**src/rtl/apb_master_bridge_if.sv**
```systemverilog
`default_nettype none
// +----------------------------------------------------------------------+
// | apb_master_bridge_if : cmd/rsp request port plus APB3 initiator bus   |
// | Rev 1.0                                                               |
// +----------------------------------------------------------------------+
interface apb_master_bridge_if #(
  parameter int ADDR_W = 12,
  parameter int IDX_W  = 2,
  parameter int SLAVES = 4
);
  logic                    cmd_valid;
  logic                    cmd_ready;
  logic                    cmd_write;
  logic [ADDR_W-1:0]       cmd_addr;
  logic [31:0]             cmd_wdata;
  logic                    rsp_valid;
  logic                    rsp_ready;
  logic [31:0]             rsp_rdata;
  logic                    rsp_error;
  logic [ADDR_W-IDX_W-1:0] m_PADDR;
  logic [SLAVES-1:0]       m_PSEL;
  logic                    m_PENABLE;
  logic                    m_PWRITE;
  logic [31:0]             m_PWDATA;
  logic                    m_PREADY;
  logic [31:0]             m_PRDATA;
  logic                    m_PSLVERROR;

  modport master (
    input  cmd_valid, cmd_write, cmd_addr, cmd_wdata, rsp_ready,
    input  m_PREADY, m_PRDATA, m_PSLVERROR,
    output cmd_ready, rsp_valid, rsp_rdata, rsp_error,
    output m_PADDR, m_PSEL, m_PENABLE, m_PWRITE, m_PWDATA
  );

  modport slave (
    output cmd_valid, cmd_write, cmd_addr, cmd_wdata, rsp_ready,
    output m_PREADY, m_PRDATA, m_PSLVERROR,
    input  cmd_ready, rsp_valid, rsp_rdata, rsp_error,
    input  m_PADDR, m_PSEL, m_PENABLE, m_PWRITE, m_PWDATA
  );
endinterface
`default_nettype wire

```
**src/rtl/apb_master_bridge.sv**
```systemverilog
`default_nettype none
// +----------------------------------------------------------------------+
// | apb_master_bridge : single-outstanding cmd/rsp to APB3 initiator with |
// | one-hot slave decode. Optional ACCESS timeout: APB_TIMEOUT_EN.        |
// | Rev 1.0                                                               |
// +----------------------------------------------------------------------+
module apb_master_bridge #(
  parameter int ADDR_W         = 12,
  parameter int SLAVES         = 4,
  parameter int IDX_W          = 2,
  parameter int TIMEOUT_CYCLES = 255
) (
  input  wire logic            io_ahb_PCLK,
  input  wire logic            io_ahb_PRESET,
  apb_master_bridge_if.master  bus
);

  localparam int              c_LOC_W  = ADDR_W - IDX_W;
  localparam logic [IDX_W:0]  c_SLAVES = (IDX_W+1)'(SLAVES);

  typedef enum logic [1:0] {
    S_IDLE   = 2'd0,
    S_SETUP  = 2'd1,
    S_ACCESS = 2'd2,
    S_RESP   = 2'd3
  } state_t;

  state_t            state_q, state_d;
  logic              write_q, write_d;
  logic [ADDR_W-1:0] addr_q, addr_d;
  logic [31:0]       wdata_q, wdata_d;
  logic [31:0]       rdata_q, rdata_d;
  logic              error_q, error_d;

  logic [IDX_W-1:0]  w_cmd_idx;
  logic [IDX_W-1:0]  w_sel_idx;
  logic              w_decode_ok;
  logic              w_expire;

  assign w_cmd_idx   = bus.cmd_addr[ADDR_W-1 -: IDX_W];
  assign w_sel_idx   = addr_q[ADDR_W-1 -: IDX_W];
  assign w_decode_ok = {1'b0, w_cmd_idx} < c_SLAVES;

`ifdef APB_TIMEOUT_EN
  localparam int c_CNT_W = ($clog2(TIMEOUT_CYCLES + 1) > 8) ? $clog2(TIMEOUT_CYCLES + 1) : 8;
  localparam logic [c_CNT_W-1:0] c_TIMEOUT = c_CNT_W'(TIMEOUT_CYCLES);

  logic [c_CNT_W-1:0] tcnt_q, tcnt_d;

  // Expiry is judged on the stall cycle that would bring the count to the limit.
  assign w_expire = (state_q == S_ACCESS) && !bus.m_PREADY &&
                    ((tcnt_q + c_CNT_W'(1)) == c_TIMEOUT);

  always_comb begin
    tcnt_d = tcnt_q;
    if (state_q == S_SETUP)
      tcnt_d = '0;
    else if (state_q == S_ACCESS && !bus.m_PREADY)
      tcnt_d = tcnt_q + c_CNT_W'(1);
  end

  always_ff @(posedge io_ahb_PCLK or posedge io_ahb_PRESET) begin
    if (io_ahb_PRESET) tcnt_q <= '0;
    else               tcnt_q <= tcnt_d;
  end
`else
  // Timeout compiled out: the parameter stays for a uniform instantiation interface.
  assign w_expire = (TIMEOUT_CYCLES < 0);
`endif

  always_comb begin
    state_d = state_q;
    write_d = write_q;
    addr_d  = addr_q;
    wdata_d = wdata_q;
    rdata_d = rdata_q;
    error_d = error_q;
    case (state_q)
      S_IDLE: begin
        if (bus.cmd_valid) begin
          write_d = bus.cmd_write;
          addr_d  = bus.cmd_addr;
          wdata_d = bus.cmd_wdata;
          if (w_decode_ok) begin
            state_d = S_SETUP;
          end else begin
            state_d = S_RESP;
            error_d = 1'b1;
            rdata_d = '0;
          end
        end
      end
      S_SETUP: state_d = S_ACCESS;
      S_ACCESS: begin
        if (bus.m_PREADY) begin
          rdata_d = write_q ? 32'd0 : bus.m_PRDATA;
          error_d = bus.m_PSLVERROR;
          state_d = S_RESP;
        end else if (w_expire) begin
          rdata_d = '0;
          error_d = 1'b1;
          state_d = S_RESP;
        end
      end
      S_RESP: begin
        if (bus.rsp_ready) state_d = S_IDLE;
      end
      default: state_d = S_IDLE;
    endcase
  end

  always_ff @(posedge io_ahb_PCLK or posedge io_ahb_PRESET) begin
    if (io_ahb_PRESET) begin
      state_q <= S_IDLE;
      write_q <= 1'b0;
      addr_q  <= '0;
      wdata_q <= '0;
      rdata_q <= '0;
      error_q <= 1'b0;
    end else begin
      state_q <= state_d;
      write_q <= write_d;
      addr_q  <= addr_d;
      wdata_q <= wdata_d;
      rdata_q <= rdata_d;
      error_q <= error_d;
    end
  end

  // Select/enable decode straight from state so an async reset drops them at once.
  genvar i;
  generate
    for (i = 0; i < SLAVES; i++) begin : g_psel
      assign bus.m_PSEL[i] = ((state_q == S_SETUP) || (state_q == S_ACCESS)) &&
                             (w_sel_idx == IDX_W'(i));
    end
  endgenerate

  assign bus.m_PENABLE = (state_q == S_ACCESS);
  assign bus.m_PADDR   = addr_q[c_LOC_W-1:0];
  assign bus.m_PWRITE  = write_q;
  assign bus.m_PWDATA  = wdata_q;
  assign bus.cmd_ready = (state_q == S_IDLE);
  assign bus.rsp_valid = (state_q == S_RESP);
  assign bus.rsp_rdata = rdata_q;
  assign bus.rsp_error = error_q;

endmodule
`default_nettype wire

```
**src/flat_wrapper.sv**
```systemverilog
// flat-port wrapper written by rule: the top's interface ports become plain ports
module apb_master_bridge_flat 
#(
  parameter int ADDR_W         = 12,
  parameter int SLAVES         = 4,
  parameter int IDX_W          = 2,
  parameter int TIMEOUT_CYCLES = 255
)
  (io_ahb_PCLK, io_ahb_PRESET, bus_cmd_valid, bus_cmd_write, bus_cmd_addr, bus_cmd_wdata, bus_rsp_ready, bus_m_PREADY, bus_m_PRDATA, bus_m_PSLVERROR, bus_cmd_ready, bus_rsp_valid, bus_rsp_rdata, bus_rsp_error, bus_m_PADDR, bus_m_PSEL, bus_m_PENABLE, bus_m_PWRITE, bus_m_PWDATA);
  apb_master_bridge_if #(.ADDR_W(ADDR_W), .IDX_W(IDX_W), .SLAVES(SLAVES)) bus_i ();
  input  wire logic io_ahb_PCLK;
  input  wire logic io_ahb_PRESET;
  input wire logic [$bits(bus_i.cmd_valid)-1:0] bus_cmd_valid;
  input wire logic [$bits(bus_i.cmd_write)-1:0] bus_cmd_write;
  input wire logic [$bits(bus_i.cmd_addr)-1:0] bus_cmd_addr;
  input wire logic [$bits(bus_i.cmd_wdata)-1:0] bus_cmd_wdata;
  input wire logic [$bits(bus_i.rsp_ready)-1:0] bus_rsp_ready;
  input wire logic [$bits(bus_i.m_PREADY)-1:0] bus_m_PREADY;
  input wire logic [$bits(bus_i.m_PRDATA)-1:0] bus_m_PRDATA;
  input wire logic [$bits(bus_i.m_PSLVERROR)-1:0] bus_m_PSLVERROR;
  output wire logic [$bits(bus_i.cmd_ready)-1:0] bus_cmd_ready;
  output wire logic [$bits(bus_i.rsp_valid)-1:0] bus_rsp_valid;
  output wire logic [$bits(bus_i.rsp_rdata)-1:0] bus_rsp_rdata;
  output wire logic [$bits(bus_i.rsp_error)-1:0] bus_rsp_error;
  output wire logic [$bits(bus_i.m_PADDR)-1:0] bus_m_PADDR;
  output wire logic [$bits(bus_i.m_PSEL)-1:0] bus_m_PSEL;
  output wire logic [$bits(bus_i.m_PENABLE)-1:0] bus_m_PENABLE;
  output wire logic [$bits(bus_i.m_PWRITE)-1:0] bus_m_PWRITE;
  output wire logic [$bits(bus_i.m_PWDATA)-1:0] bus_m_PWDATA;
  assign bus_i.cmd_valid = bus_cmd_valid;
  assign bus_i.cmd_write = bus_cmd_write;
  assign bus_i.cmd_addr = bus_cmd_addr;
  assign bus_i.cmd_wdata = bus_cmd_wdata;
  assign bus_i.rsp_ready = bus_rsp_ready;
  assign bus_i.m_PREADY = bus_m_PREADY;
  assign bus_i.m_PRDATA = bus_m_PRDATA;
  assign bus_i.m_PSLVERROR = bus_m_PSLVERROR;
  assign bus_cmd_ready = bus_i.cmd_ready;
  assign bus_rsp_valid = bus_i.rsp_valid;
  assign bus_rsp_rdata = bus_i.rsp_rdata;
  assign bus_rsp_error = bus_i.rsp_error;
  assign bus_m_PADDR = bus_i.m_PADDR;
  assign bus_m_PSEL = bus_i.m_PSEL;
  assign bus_m_PENABLE = bus_i.m_PENABLE;
  assign bus_m_PWRITE = bus_i.m_PWRITE;
  assign bus_m_PWDATA = bus_i.m_PWDATA;
  apb_master_bridge #(.ADDR_W(ADDR_W), .SLAVES(SLAVES), .IDX_W(IDX_W), .TIMEOUT_CYCLES(TIMEOUT_CYCLES)) u_core (.io_ahb_PCLK(io_ahb_PCLK), .io_ahb_PRESET(io_ahb_PRESET), .bus(bus_i));
endmodule
```
**config.mk**
```make
export PLATFORM = sky130hd
export DESIGN_NAME = apb_master_bridge_flat
export DESIGN_NICKNAME = d
export VERILOG_FILES = /design/src/rtl/apb_master_bridge_if.sv /design/src/rtl/apb_master_bridge.sv /design/src/flat_wrapper.sv
export SDC_FILE = /design/constraint.sdc
export NUM_CORES = 1
export LEC_CHECK = 0
export BUFFER_PORTS_ARGS = -buffer_cell sky130_fd_sc_hd__buf_2
export CORE_MARGIN = 5
export CORE_UTILIZATION = 40
export CTS_CLUSTER_DIAMETER = 200
export CTS_CLUSTER_SIZE = 25
export DETAILED_ROUTE_END_ITERATION = 10
export PLACE_DENSITY = 0.74
export SLEW_MARGIN = 10
export SYNTH_ARGS = -nofsm -noshare
export SYNTH_HDL_FRONTEND = slang
export SYNTH_SLANG_ARGS = --single-unit
```
**constraint.sdc**
```tcl
create_clock -name io_ahb_PCLK -period 2.4 [get_ports io_ahb_PCLK]
set_clock_uncertainty 0.15 [all_clocks]
set_input_delay 0.12 -clock io_ahb_PCLK [delete_from_list [all_inputs] [get_ports io_ahb_PCLK]]
set_output_delay 0.12 -clock io_ahb_PCLK [all_outputs]
set_load 0.03 [all_outputs]
```
# Word level (Yosys, flattened, before mapping)
# Cells that the tools add are included.
# word_totals
input_bits,83
reg_bits,80
# op_classes
reduce_logical,10
eq_ne,9
n_mux,5
# ops
op,n
two-way mux 32 bit,1
"== test 2 bit, second input constant",4
one-hot mux 2 bit (4 select lines),1
two-way mux 2 bit,3
"!= test 2 bit, second input constant",3
"== test 2 x 1 -> 1 bit, second input constant",2
logical AND 1 bit,4
zero test 2 bit,2
AND reduction 2 bit,2
AND reduction 3 bit,1
logical OR 1 bit,1

# Logic depth before layout (Yosys ltp)
# depth
word_depth,3
depth_mapped,7

# Worst setup path before layout
# OpenSTA, ideal clock, no wires.
# synth_path
kind,flip-flop to flip-flop
from,register u_core.state_q[0]
to,register u_core.addr_q[0]
arrival_time_ps,1509
path_stages_with_launch,6
required_time_ps,2125
setup_slack_ps,616
path_cell_list,dfrtp_1 > inv_1 > ha_1 > nand2_4 > buf_6 > mux2_4
# synth_via
elab_chain_len,2
# synth_rtl
element,line_no,source
start: declaration,apb_master_bridge.sv:28,"state_t state_q, state_d;"
start signal: assignment,apb_master_bridge.sv:121,state_q <= state_d;
zero test 2 bit,--,
named net bus_cmd_ready,flat_wrapper.sv:21,output wire logic [$bits(bus_i.cmd_ready)-1:0] bus_cmd_ready;
AND reduction 2 bit (no source line),--,
end signal: assignment,apb_master_bridge.sv:123,addr_q <= addr_d;
end: declaration,apb_master_bridge.sv:30,"logic [ADDR_W-1:0] addr_q, addr_d;"
# The timed path passes the listed nets, and every way through them passes these cells.
# A chain may end at the register's enable or synchronous reset.

# Worst setup path after layout
# layout_path
from,register u_core.state_q[0]
to,"register u_core.wdata_q[0], in the netlist u_core.bus.m_PWDATA[0]"
# layout_via
elab_chain_len,2
# layout_rtl
element,line_no,source
zero test 2 bit,apb_master_bridge.sv:78,case (state_q)
AND reduction 2 bit (no source line),--,
end signal: assignment,apb_master_bridge.sv:124,wdata_q <= wdata_d;
end: declaration,apb_master_bridge.sv:31,"logic [31:0] wdata_q, wdata_d;"
# Every way passes these cells.

==> metrics.md <==
| Metric | Value |
|---|---|
| Max-cap violations | `0` |
| Number of cell rows | `34` |
| Slowest library cell on the worst path | `dfrtp_1` |
| Nets@finish | `585` |
| Postcts setup bufs | `0` |
| Tcrit/Tclk final | `0.805` |
| CTS buffer count | `9` |
| Die width | `103 microns` |
| Critical-path maximum fanout | `27` |
| TritonCTS clock tree | `done` |
| Io pins | `166` |
| Core area | `0.00859 sq mm` |
| Req. time, crit path | `2.47 ns` |
| Global-route wire length before repair | `14.1 mm` |
| Synthesis-to-finish area growth | `53.5%` |
| Post-route ant nets | `0` |
| Worst skew pair latency | `0.33 ns` |
| Worst Hold Path Cells | `4` |
| Routed wire length | `8.98 mm` |
| Chip height | `103 microns` |
| Register area share after synthesis | `0.579` |
| Total track usage | `0.171` |
| Worst vdd ir | `0.566 mV` |
| Syn_nets | `351` |
| Hold WS | `0.0880 ns` |
| Initial antenna violation count | `1` |
| Avg WL per Cell | `14.6 microns` |
| Adder-cell share of the synthesized area | `0.0109` |
| Total chip power | `7.31 mW` |
| Worst R2R End | `u_core.bus.m_PWDATA[0]` |
| Pwr dens | `1380 mW/mm^2` |
| Synth warn | `0` |
| HP Start | `bus_m_PREADY` |
| Initial Utilization | `0.402` |
| Fillers | `659` |
| Initial DRC count | `58` |
| Syn Inst Count | `265` |
| Path type of the worst setup path | `flop to flop` |
| Post-synthesis mux area share | `0.196` |
| DR vias | `2754` |
| Xor and xnor area share after synthesis | `0` |
| Share of layout cells above drive strength 1 | `0.460` |
| Number of H-tree levels | `3` |
| Final setup violation count | `0` |
| Clock Path Buffers | `2` |
| Hold Path Class | `input pin to flop` |
| Hold path endpoint | `u_core.state_q[0]` |
| R2r worst-path depth | `5` |
| Port bufs | `165` |
| Post-CTS sizing | `0` |
| CP startpoint kind | `flop` |
| Drt pass-1 iters | `4` |
| Vias in the first global route | `3000` |
| Slew @ Worst Pin | `0.801 ns` |
| Largest net degree at the start of global routing | `51` |
| Syn avg cell area | `13.1 sq um` |
| Worst Slack Setup Final | `0.467 ns` |
| Post-Route Setup TNS | `0 ns` |
| CP arrival | `2.01 ns` |
| GRT Residual Overflow | `0` |
| Most common cell after layout, fill and taps aside | `buf_2` |
| DRC | `0` |
| Crit-path cells | `inv_1, ha_1, nand2_4, buf_12, mux2_2` |
| Clk slew on worst S/H paths | `0.08 ns` |
| Compound-Gate Fraction of Synth Area | `0.0535` |
| Slew HR | `0.466` |
| R2R setup slack | `0.47 ns` |
| Max frequency | `517 MHz` |
| Pre-CTS WS | `0.453 ns` |
| Minimum clock period | `1.93 ns` |
| HPWL Detailed | `5.76 mm` |
| Vias/cell | `4.49` |
| # clock sinks | `80` |
| Slew Viols, Final | `0` |
| Largest stage delay, worst path | `0.37 ns` |
| Register bit count reported by yosys | `80` |
| Final GP Congestion | `0.705` |
| CTS root buffer | `clkbuf_8` |
| Largest family of logic cells by synthesized area | `multiplexers` |
| CP endpoint kind | `flop` |
| Status | `completed` |
| LEAKAGE | `2.79 nW` |
| Hold Violations, Final | `0` |
| Unique cell type count in the Yosys netlist | `22` |
| Simple logic cell fraction of the synthesized area | `0.107` |
| Total Die Area | `0.0106 sq mm` |
| FF-to-FF Start | `u_core.state_q[0]` |
| RSZ-0062 raised after global routing | `no` |
| Commonest non-fill, non-tap cells in the layout | `buf_2 (165), dfrtp_1 (80), dlygate4sd3_1 (79)` |
| Mapped Area | `0.00346 sq mm` |
-- timing repair --
action	CTS	global route
hold endpoints to repair	111	0
hold buffers	79	0
setup endpoints to repair	0	0
-- cells by family (layout without fill, tap and decap cells) --
kind of cell / Yosys count / in the layout
fa+ha+maj: 3 / 3
compound gates: 34 / 34
simple gates: 72 / 72
flops: 80 / 80
buf+inv: 29 / 268
mux: 47 / 47
other cells: 0 / 1
-- per-stage QoR --
| stage | cell area, sq um | utilization | instances |
|---|---|---|---|
| after floorplan | 3460 | - | 265 |
| after global placement | 4320 | 0.503 | 517 |
| after detailed placement | 4320 | 0.503 | 517 |
| after CTS | 5310 | 0.618 | 612 |
| after global routing | 5310 | 0.618 | 613 |
| final | 5310 | 0.618 | 613 |
-- cell type report --
type                    count  area (sq um)  share of cell area
multi-input cells         156          1280               0.240
repair buffers            247          1680               0.316
clock inverters             5          56.3              0.0106
diodes                      1          2.50            0.000471
well taps                 108           135              0.0254
flip-flops and latches     80          2000               0.377
inverters                   5          20.0             0.00377
clock buffers              11           141              0.0266
-- worst max-delay path by stage --
stage / startpoint / end / slack (ns)
floorplan: io_ahb_PRESET / u_core.addr_q[0] / 0.08
global placement: u_core.state_q[0] / u_core.bus.m_PWDATA[0] / 0.53
detailed placement: u_core.state_q[0] / u_core.bus.m_PWDATA[0] / 0.45
CTS: u_core.state_q[0] / u_core.bus.m_PWDATA[0] / 0.45
global route: u_core.state_q[0] / u_core.bus.m_PWDATA[0] / 0.36
finish: u_core.state_q[0] / u_core.bus.m_PWDATA[0] / 0.47
-- per-layer routing --
| layer | part of all wire | global-route usage |
|---|---|---|
| met5 | 0 | 0 |
| met4 | 0.029 | 0.0817 |
| met3 | 0.069 | 0.0372 |
| met2 | 0.51 | 0.303 |
| met1 | 0.39 | 0.194 |
-- power by group --
part           internal [mW]  switching, mW  leakage, nW  total [mW]
registers               2.02          0.424        0.983        2.44
clock network          0.508          0.466       0.0993       0.974
logic                   1.55           2.34         1.71        3.89
total                   4.08           3.23         2.79        7.31
-- critical path, delay by kind of cell, from the launching register on --
family / cells / cell delay, ns
and+or+nand+nor: 1 / 0.31
DFF: 1 / 0.37
buffers and inverters: 2 / 0.34
adders and majority gates: 1 / 0.27
muxes: 1 / 0.36
-- synthesized netlist by cell type (all sizes together) --
cell type / n / area share
nand2b: 32 / 0.058
dfrtp: 80 / 0.58
nand2: 35 / 0.040
nor2b: 1 / 0.0018
o21ai: 32 / 0.046
ha: 3 / 0.011
inv: 5 / 0.0054
buf: 19 / 0.042
a221oi: 1 / 0.0043
nor2: 1 / 0.0011
o32a: 1 / 0.0029
and3: 1 / 0.0018
nor3b: 1 / 0.0022
mux2: 47 / 0.20
clkbuf: 5 / 0.0054
and3b: 1 / 0.0025
-- flip-flops by register name (all words and copies together) (netlist names) --
signal / count
u_core.bus.rsp_error: 1
u_core.bus.rsp_rdata: 32
u_core.state_q: 2
u_core.bus.m_PWDATA: 32
u_core.bus.m_PWRITE: 1
u_core.addr_q: 12
(Power assumes the default switching activity.)
